File: src/rtl/ufifo_wr_arb_if.sv
// Write-side bus of ufifo_wr_arb: two producer channels, the FIFO write port
// and the FIFO read-strobe observation, plus credit/grant status.
interface ufifo_wr_arb_if #(
    parameter int unsigned DW     = 8,
    parameter int unsigned LGFLEN = 2
);
    logic              i_a_valid;
    logic [DW-1:0]     i_a_data;
    logic              i_a_last;
    logic              o_a_ready;

    logic              i_b_valid;
    logic [DW-1:0]     i_b_data;
    logic              i_b_last;
    logic              o_b_ready;

    logic              o_wr;
    logic [DW-1:0]     o_data;
    logic              i_rd;
    logic [LGFLEN:0]   o_fill;
    logic              o_full;
    logic [1:0]        o_grant;

    // Producer/FIFO-side environment driving the arbiter
    modport master (
        output i_a_valid, i_a_data, i_a_last, i_b_valid, i_b_data, i_b_last, i_rd,
        input  o_a_ready, o_b_ready, o_wr, o_data, o_fill, o_full, o_grant
    );

    modport slave (
        input  i_a_valid, i_a_data, i_a_last, i_b_valid, i_b_data, i_b_last, i_rd,
        output o_a_ready, o_b_ready, o_wr, o_data, o_fill, o_full, o_grant
    );
endinterface

File: src/rtl/ufifo_wr_arb.sv
// Packet-locked round-robin write arbiter in front of ufifo, with a credit
// counter that keeps the FIFO write port from overflowing the buffer.
module ufifo_wr_arb #(
    parameter int unsigned DW     = 8,
    parameter int unsigned LGFLEN = 2
) (
    input  logic           i_clk,
    input  logic           i_reset,
    ufifo_wr_arb_if.slave  bus
);
    localparam logic [LGFLEN:0] DEPTH = (LGFLEN+1)'(1 << LGFLEN);

    typedef enum logic [1:0] {IDLE, OWN_A, OWN_B} state_t;

    state_t          state, state_next;
    logic            last_b;        // 1: B was served last, so A wins the next tie
    logic            last_b_next;
    logic            acc_a, acc_b, acc;
    logic            rd_eff;
    logic [LGFLEN:0] fill_next;

    // State register
    always_ff @(posedge i_clk) begin
        if (i_reset) begin
            state  <= IDLE;
            last_b <= 1'b1;
        end else begin
            state  <= state_next;
            last_b <= last_b_next;
        end
    end

    // Next-state logic
    always_comb begin
        state_next  = state;
        last_b_next = last_b;
        unique case (state)
            IDLE: begin
                if (bus.i_a_valid && bus.i_b_valid)
                    state_next = last_b ? OWN_A : OWN_B;
                else if (bus.i_a_valid)
                    state_next = OWN_A;
                else if (bus.i_b_valid)
                    state_next = OWN_B;
            end
            OWN_A: begin
                if (acc_a && bus.i_a_last) begin
                    state_next  = IDLE;
                    last_b_next = 1'b0;
                end
            end
            OWN_B: begin
                if (acc_b && bus.i_b_last) begin
                    state_next  = IDLE;
                    last_b_next = 1'b1;
                end
            end
            default: state_next = IDLE;
        endcase
    end

    // Outputs decoded from registered state only
    always_comb begin
        bus.o_grant   = {state == OWN_B, state == OWN_A};
        bus.o_a_ready = (state == OWN_A) && !bus.o_full;
        bus.o_b_ready = (state == OWN_B) && !bus.o_full;
    end

    always_comb begin
        acc_a  = bus.o_a_ready && bus.i_a_valid;
        acc_b  = bus.o_b_ready && bus.i_b_valid;
        acc    = acc_a || acc_b;
        rd_eff = bus.i_rd && (bus.o_fill != '0);
        unique case ({acc, rd_eff})
            2'b10:   fill_next = bus.o_fill + 1'b1;
            2'b01:   fill_next = bus.o_fill - 1'b1;
            default: fill_next = bus.o_fill;
        endcase
    end

    // Full asserts on the edge that reaches DEPTH but releases one edge after
    // the pop, so ready never reappears in the same cycle the count drops.
    always_ff @(posedge i_clk) begin
        if (i_reset) begin
            bus.o_wr   <= 1'b0;
            bus.o_data <= '0;
            bus.o_fill <= '0;
            bus.o_full <= 1'b0;
        end else begin
            bus.o_wr   <= acc;
            if (acc)
                bus.o_data <= acc_a ? bus.i_a_data : bus.i_b_data;
            bus.o_fill <= fill_next;
            bus.o_full <= (fill_next == DEPTH) || (bus.o_fill == DEPTH);
        end
    end
endmodule

File: src/flat_wrapper.sv
// flat-port wrapper written by rule: the top's interface ports become plain ports
module ufifo_wr_arb_flat 
#(
    parameter int unsigned DW     = 8,
    parameter int unsigned LGFLEN = 2
)
  (i_clk, i_reset, bus_i_a_valid, bus_i_a_data, bus_i_a_last, bus_i_b_valid, bus_i_b_data, bus_i_b_last, bus_i_rd, bus_o_a_ready, bus_o_b_ready, bus_o_wr, bus_o_data, bus_o_fill, bus_o_full, bus_o_grant);
  ufifo_wr_arb_if #(.DW(DW), .LGFLEN(LGFLEN)) bus_i ();
  input  logic i_clk;
  input  logic i_reset;
  input wire logic [$bits(bus_i.i_a_valid)-1:0] bus_i_a_valid;
  input wire logic [$bits(bus_i.i_a_data)-1:0] bus_i_a_data;
  input wire logic [$bits(bus_i.i_a_last)-1:0] bus_i_a_last;
  input wire logic [$bits(bus_i.i_b_valid)-1:0] bus_i_b_valid;
  input wire logic [$bits(bus_i.i_b_data)-1:0] bus_i_b_data;
  input wire logic [$bits(bus_i.i_b_last)-1:0] bus_i_b_last;
  input wire logic [$bits(bus_i.i_rd)-1:0] bus_i_rd;
  output wire logic [$bits(bus_i.o_a_ready)-1:0] bus_o_a_ready;
  output wire logic [$bits(bus_i.o_b_ready)-1:0] bus_o_b_ready;
  output wire logic [$bits(bus_i.o_wr)-1:0] bus_o_wr;
  output wire logic [$bits(bus_i.o_data)-1:0] bus_o_data;
  output wire logic [$bits(bus_i.o_fill)-1:0] bus_o_fill;
  output wire logic [$bits(bus_i.o_full)-1:0] bus_o_full;
  output wire logic [$bits(bus_i.o_grant)-1:0] bus_o_grant;
  assign bus_i.i_a_valid = bus_i_a_valid;
  assign bus_i.i_a_data = bus_i_a_data;
  assign bus_i.i_a_last = bus_i_a_last;
  assign bus_i.i_b_valid = bus_i_b_valid;
  assign bus_i.i_b_data = bus_i_b_data;
  assign bus_i.i_b_last = bus_i_b_last;
  assign bus_i.i_rd = bus_i_rd;
  assign bus_o_a_ready = bus_i.o_a_ready;
  assign bus_o_b_ready = bus_i.o_b_ready;
  assign bus_o_wr = bus_i.o_wr;
  assign bus_o_data = bus_i.o_data;
  assign bus_o_fill = bus_i.o_fill;
  assign bus_o_full = bus_i.o_full;
  assign bus_o_grant = bus_i.o_grant;
  ufifo_wr_arb #(.DW(DW), .LGFLEN(LGFLEN)) u_core (.i_clk(i_clk), .i_reset(i_reset), .bus(bus_i));
endmodule
File: config.mk
export PLATFORM = sky130hd
export DESIGN_NAME = ufifo_wr_arb_flat
export DESIGN_NICKNAME = d
export VERILOG_FILES = /design/src/rtl/ufifo_wr_arb_if.sv /design/src/rtl/ufifo_wr_arb.sv /design/src/flat_wrapper.sv
export SDC_FILE = /design/constraint.sdc
export NUM_CORES = 1
export LEC_CHECK = 0
export CORE_AREA = 2 2 49 60
export CTS_CLUSTER_DIAMETER = 200
export CTS_CLUSTER_SIZE = 12
export DETAILED_ROUTE_END_ITERATION = 10
export DIE_AREA = 0 0 51 62
export HOLD_SLACK_MARGIN = 0.12
export PLACE_DENSITY = 0.68
export SYNTH_ARGS = -nofsm -noshare
export SYNTH_HDL_FRONTEND = slang
export SYNTH_SLANG_ARGS = --single-unit
File: constraint.sdc
create_clock -name i_clk -period 3.1 [get_ports i_clk]
set_clock_uncertainty 0.05 [all_clocks]
set_input_delay 0.62 -clock i_clk [delete_from_list [all_inputs] [get_ports i_clk]]
set_output_delay 0.62 -clock i_clk [all_outputs]
set_load 0.1 [all_outputs]
# [Yosys cells after proc, flatten, opt, wreduce, memory -nomap -nowiden]
# Index checks and enable logic that the tools add are counted.
[op_classes] addsub=2 n_eq_ne=9 mux=12 reduce_logical=16
[ops] cell="two-way mux 2 bit" count=6
[ops] cell="logical AND 1 bit" count=8
[ops] cell="two-way mux 8 bit" count=1
[ops] cell="equality test 3 bit, second input constant" count=2
[ops] cell="one-hot mux 2 bit (3 select lines)" count=1
[ops] cell="one-hot mux 3 bit (2 select lines)" count=1
[ops] cell="AND reduction 3 bit" count=2
[ops] cell="equality test 2 x 1 -> 1 bit, second input constant" count=2
[ops] cell="equality test 2 bit, second input constant" count=2
[ops] cell="!= test 2 x 1 -> 1 bit, second input constant" count=2
[ops] cell="!= test 4 x 3 -> 1 bit, second input constant" count=1
[ops] cell="adder 3 x 1 -> 3 bit, second input constant" count=1
[ops] cell="nonzero test 3 bit" count=1
[ops] cell="subtractor 3 x 1 -> 3 bit, second input constant" count=1
[ops] cell="zero test 2 bit" count=1
[ops] cell="logical OR 1 bit" count=2
[ops] cell="two-way mux 1 bit" count=2
[ops] cell="one-hot mux 1 bit (2 select lines)" count=1
[ops] cell="nonzero test 2 bit" count=1
[ops] cell="zero test 1 bit" count=1
[totals] regBits=16 in_bits=23 output_inout_bits=17 word_cells=45

# [Logic depth before layout (Yosys ltp)]
[depth] ltp_word=8 mapped_depth=11 ltp_nobuf=9

# [Worst setup path after synthesis]
# Ideal clock, no wire load.
[synth_timing] kind="register to register" start="register u_core.bus.o_full" end="register u_core.bus.o_full" setup_time_ns=0.065 arrival_ns=3.066 required_ns=2.985 setup_slack_ns=-0.081 path_stages_with_launch=12 n_path_buf=2 period_less_slack_ns=3.181 path_cell_list="dfxtp_1 > nor4bb_1 > buf_4 > or2_1 > buf_6 > inv_2 > ha_1 > inv_1 > fa_1 > xor2_1 > or4_1 > nand3_1"
[synth_between] elab_chain_len=8 word_cells_on_any_way=11 cone_classes="3 x eq/ne; 1 x mux; 7 x reduce/logical"
[synth_lines] item="from (decl)" line_no="ufifo_wr_arb_if.sv:32" text="output o_a_ready, o_b_ready, o_wr, o_data, o_fill, o_full, o_grant"
[synth_lines] item="from (signal assigned)" line_no="ufifo_wr_arb.sv:94" text="bus.o_full <= (fill_next == DEPTH) || (bus.o_fill == DEPTH);"
[synth_lines] item="zero test 1 bit *" line_no="ufifo_wr_arb.sv:65, ufifo_wr_arb.sv:66"
[synth_lines] item="logical AND 1 bit, on equally long branches" line_no="ufifo_wr_arb.sv:65, ufifo_wr_arb.sv:66"
[synth_lines] item="logical AND 1 bit, on equally long branches" line_no="ufifo_wr_arb.sv:70, ufifo_wr_arb.sv:71"
[synth_lines] item="logical OR 1 bit *" line_no="ufifo_wr_arb.sv:72" text="acc = acc_a || acc_b;"
[synth_lines] item="equality test 2 x 1 -> 1 bit / equality test 2 bit (equally long branches)" line_no="ufifo_wr_arb.sv:74" text="unique case ({acc, rd_eff})"
[synth_lines] item="one-hot mux 3 bit (2 select lines) *" line_no="ufifo_wr_arb.sv:74"
[synth_lines] item="equality test 3 bit *" line_no="ufifo_wr_arb.sv:94"
[synth_lines] item="logical OR 1 bit *" line_no="ufifo_wr_arb.sv:94"
# Every way passes the cells marked *; elsewhere a longest branch is shown, timed or not.
# A chain may end at the register's enable or synchronous reset.

# [Final worst setup path]
[layout_timing] start="input bus_i_a_valid" end="register u_core.bus.o_full"
[layout_between] elab_chain_len=6 word_cells_on_any_way=7 cone_classes="3 x eq/ne; 1 x mux; 3 x reduce/logical"
[layout_lines] item="from (decl)" line_no="flat_wrapper.sv:11" text="input wire logic [$bits(bus_i.i_a_valid)-1:0] bus_i_a_valid;"
[layout_lines] item="logical AND 1 bit *" line_no="ufifo_wr_arb.sv:70" text="acc_a = bus.o_a_ready && bus.i_a_valid;"
[layout_lines] item="logical OR 1 bit *" line_no="ufifo_wr_arb.sv:72"
[layout_lines] item="equality test 2 x 1 -> 1 bit / equality test 2 bit (equally long branches)" line_no="ufifo_wr_arb.sv:74"
[layout_lines] item="one-hot mux 3 bit (2 select lines) *" line_no="ufifo_wr_arb.sv:74"
[layout_lines] item="equality test 3 bit *" line_no="ufifo_wr_arb.sv:94"
[layout_lines] item="logical OR 1 bit *" line_no="ufifo_wr_arb.sv:94"
# Marked as above.

==> flow_metrics.env <==
export IMPL_post_synth_main_area_contributors="sky130_fd_sc_hd__dfxtp_1, sky130_fd_sc_hd__mux2i_1, sky130_fd_sc_hd__o31ai_1"
export IMPL_synth_enable_flop_cells=0
export IMPL_drc=0
export IMPL_maximum_clock_frequency_mhz=359
export IMPL_critical_path_slowest_cell="sky130_fd_sc_hd__or4_1"
export IMPL_rsz_0062_raised_after_global_routing="no"
export IMPL_fp_dieArea_mm2=0.00316
export IMPL_final_clock_period_utilization_by_the_worst_path_pct=89.9
export IMPL_status="completed"
export IMPL_maxCapViolations=0
export IMPL_yosysWarnings=0
export IMPL_yosysMostFrequentCell="sky130_fd_sc_hd__dfxtp_1"
export IMPL_cells_along_the_critical_path="clkdlybuf4s50_1 > nor4bb_4 > or2_1 > inv_2 > ha_1 > inv_1 > fa_1 > xor2_1 > or4_1 > nand3_1"
export IMPL_cts_hold_buffers_added=0
export IMPL_root_buffer="sky130_fd_sc_hd__clkbuf_4"
export IMPL_synth_distinct_cells=40
export IMPL_yosysTopAreaCell="sky130_fd_sc_hd__dfxtp_1"
export IMPL_total_setup_buffers_inserted_after_cts=0
export IMPL_hpwlAfterDp_um=1650
export IMPL_drt_total_wl_um=2100
export IMPL_fp_coreArea_mm2=0.00265
export IMPL_globalRouteOverflowTotal=0
export IMPL_final_core_util_pct=47.4
export IMPL_tritoncts="built"
export IMPL_worst_path_arrival_ps=2960
export IMPL_net_count_of_the_mapped_netlist=114
export IMPL_area_growth_synth_to_final_pct=45.8
export IMPL_worst_path_required_ps=3280
export IMPL_synth_ff_latch_count=16
export IMPL_fill_cells=258
export IMPL_design_final_nets=155
export IMPL_drt_pass1_iterations=4
export IMPL_cts_htree_levels=1
export IMPL_finalSetupViolCount=0
export IMPL_hold_class="flip-flop to flip-flop"
export IMPL_diodes=0
export IMPL_floorplan_initialDensity_pct=32.5
export IMPL_clkLatencyLatePin_ps=280
export IMPL_synth_cells=89
export IMPL_cell_area_after_placement_mm2=0.00124
export IMPL_max_vdd_ir_drop_mv=0.341
export IMPL_via_count_normalized_by_instance_count=4.94
export IMPL_grt_first_pass_wirelength_um=3320
export IMPL_critical_path_startpoint_type="input port"
export IMPL_pwr_density_cell_mw_per_mm2=749
export IMPL_grt_pass1_vias=802
export IMPL_clk_pin_slew_worst_paths_ps=90
export IMPL_syn_area_um2=863
export IMPL_setup_worst_path_end_class="flip-flop"
export IMPL_final_layout_size_suffix_gt1_share_pct=25.0
export IMPL_avgRoutedWirePerCell_um=13.0
export IMPL_grt_use_total_pct=13.8
export IMPL_min_period_ps=2790
export IMPL_critical_path_max_stage_delay_ps=480
export IMPL_cts_buffer_depth=2
export IMPL_port_bufs=39
export IMPL_critical_path_class="input port to flip-flop"
export IMPL_synth_largest_type_area_fraction_pct=37.1
export IMPL_ys_flop_type="sky130_fd_sc_hd__dfxtp_1"
export IMPL_post_cts_resized=0
export IMPL_yosys_top_cells_count="sky130_fd_sc_hd__dfxtp_1, sky130_fd_sc_hd__o31ai_1, sky130_fd_sc_hd__mux2i_1"
export IMPL_layout_cell_area_non_filler_mm2=0.00126
export IMPL_slew_viol_final=0
export IMPL_finalWeightedCongestion=0.694
export IMPL_cts_buffers=3
export IMPL_largest_net_degree_at_the_start_of_global_routing=18
export IMPL_worst_pin_slew_ps=396
export IMPL_hold_viol_final=0
export IMPL_die_width_um=51
export IMPL_antenna_found_initial=0
export IMPL_max_slew_margin_rel_pct=73.5
export IMPL_num_io_pins=40
export IMPL_fp_row_count=21
export IMPL_worst_setup_slack_after_placement_ps=32.4
export IMPL_clock_sinks=16
export IMPL_dieHeight_um=62
export IMPL_power_leakage_nw=0.521
export IMPL_ys_seq_area_share_pct=37.1
export IMPL_via_count=801
export IMPL_drtAntennaViolNets=0
export IMPL_worstPathMaxFanout=4
export IMPL_synth_async_reset_ratio_pct=0
export IMPL_avgSynthCellArea_um2=9.70
export IMPL_setup_slack_ps=314
export IMPL_setup_tns_final_ps=0
export IMPL_first_iter_violations=5
worst paths after layout:
kind         cells past startpoint             from                 to  slack [ps]
max                             10    bus_i_a_valid  u_core.bus.o_full         310
min                              1    u_core.last_b      u_core.last_b         490
max reg2reg                      9  u_core.state[1]  u_core.bus.o_full         750
min reg2reg                      1    u_core.last_b      u_core.last_b         490
cells by family after synthesis:
group           synth area share [%]
xor+xnor                        2.03
simple gates                    16.5
mux                             9.28
compound gates                  21.7
flops                           37.1
fa+ha+maj                       3.77
buf+inv                         9.56
power breakdown:
part	switching [mW]	leakage [nW]	internal, mW	total [mW]
Combinational	0.399	0.376	0.158	0.557
Sequential	0.0373	0.132	0.241	0.279
Clock	0.0618	0.0138	0.0451	0.107
cell type report:
type	instances	area, um^2	area share [%]
Multi-Input combinational cell	60	475	37.8
Inverter	7	26.3	2.09
Timing Repair Buffer	42	370	29.4
Tap cell	34	42.5	3.38
Clock buffer	3	22.5	1.79
Sequential cell	16	322	25.5
metal layers:
metal | share of wire (%) | GRT usage (%) | vias up
met5 | 0 | 0 | -
met4 | 1.6 | 7.72 | 0
met3 | 4.2 | 1.91 | 4
met2 | 57 | 28.2 | 19
met1 | 37 | 13.3 | 376
li1 | - | - | 402
critical path, delay by kind of cell:
kind | cells | cell delay, ps
and+or+nand+nor | 4 | 1020
buffers and inverters | 3 | 590
adders and majority gates | 2 | 560
xor gates and xnor gates | 1 | 180
cells in the final DEF (no fill, tap or decap), types with 3 or more instances in the layout:
| cell | count |
|---|---|
| sky130_fd_sc_hd__inv_1 | 5 |
| sky130_fd_sc_hd__buf_4 | 20 |
| sky130_fd_sc_hd__mux2i_1 | 8 |
| sky130_fd_sc_hd__dfxtp_1 | 15 |
| sky130_fd_sc_hd__clkdlybuf4s50_1 | 22 |
| sky130_fd_sc_hd__o21ai_0 | 3 |
| sky130_fd_sc_hd__clkbuf_4 | 3 |
| sky130_fd_sc_hd__nor2_1 | 3 |
| sky130_fd_sc_hd__a21oi_1 | 7 |
| sky130_fd_sc_hd__o31ai_1 | 9 |
through the flow:
| stage | cells | hold WS (ps) | power, mW |
|---|---|---|---|
| after global routing | 162 | 516 | 0.996 |
| after CTS | 162 | 500 | 0.949 |
| after floorplan | 89 | 424 | 0.713 |
| after global placement | 159 | 469 | 0.827 |
| final | 162 | 494 | 0.943 |
| after detailed placement | 159 | 473 | 0.840 |
flip-flops by register name, summed over array words and instances (netlist names):
register           count
u_core.bus.o_wr        1
u_core.bus.o_fill      3
u_core.bus.o_data      8
u_core.last_b          1
u_core.bus.o_full      1
u_core.state           2
(Power assumes the default switching activity.)
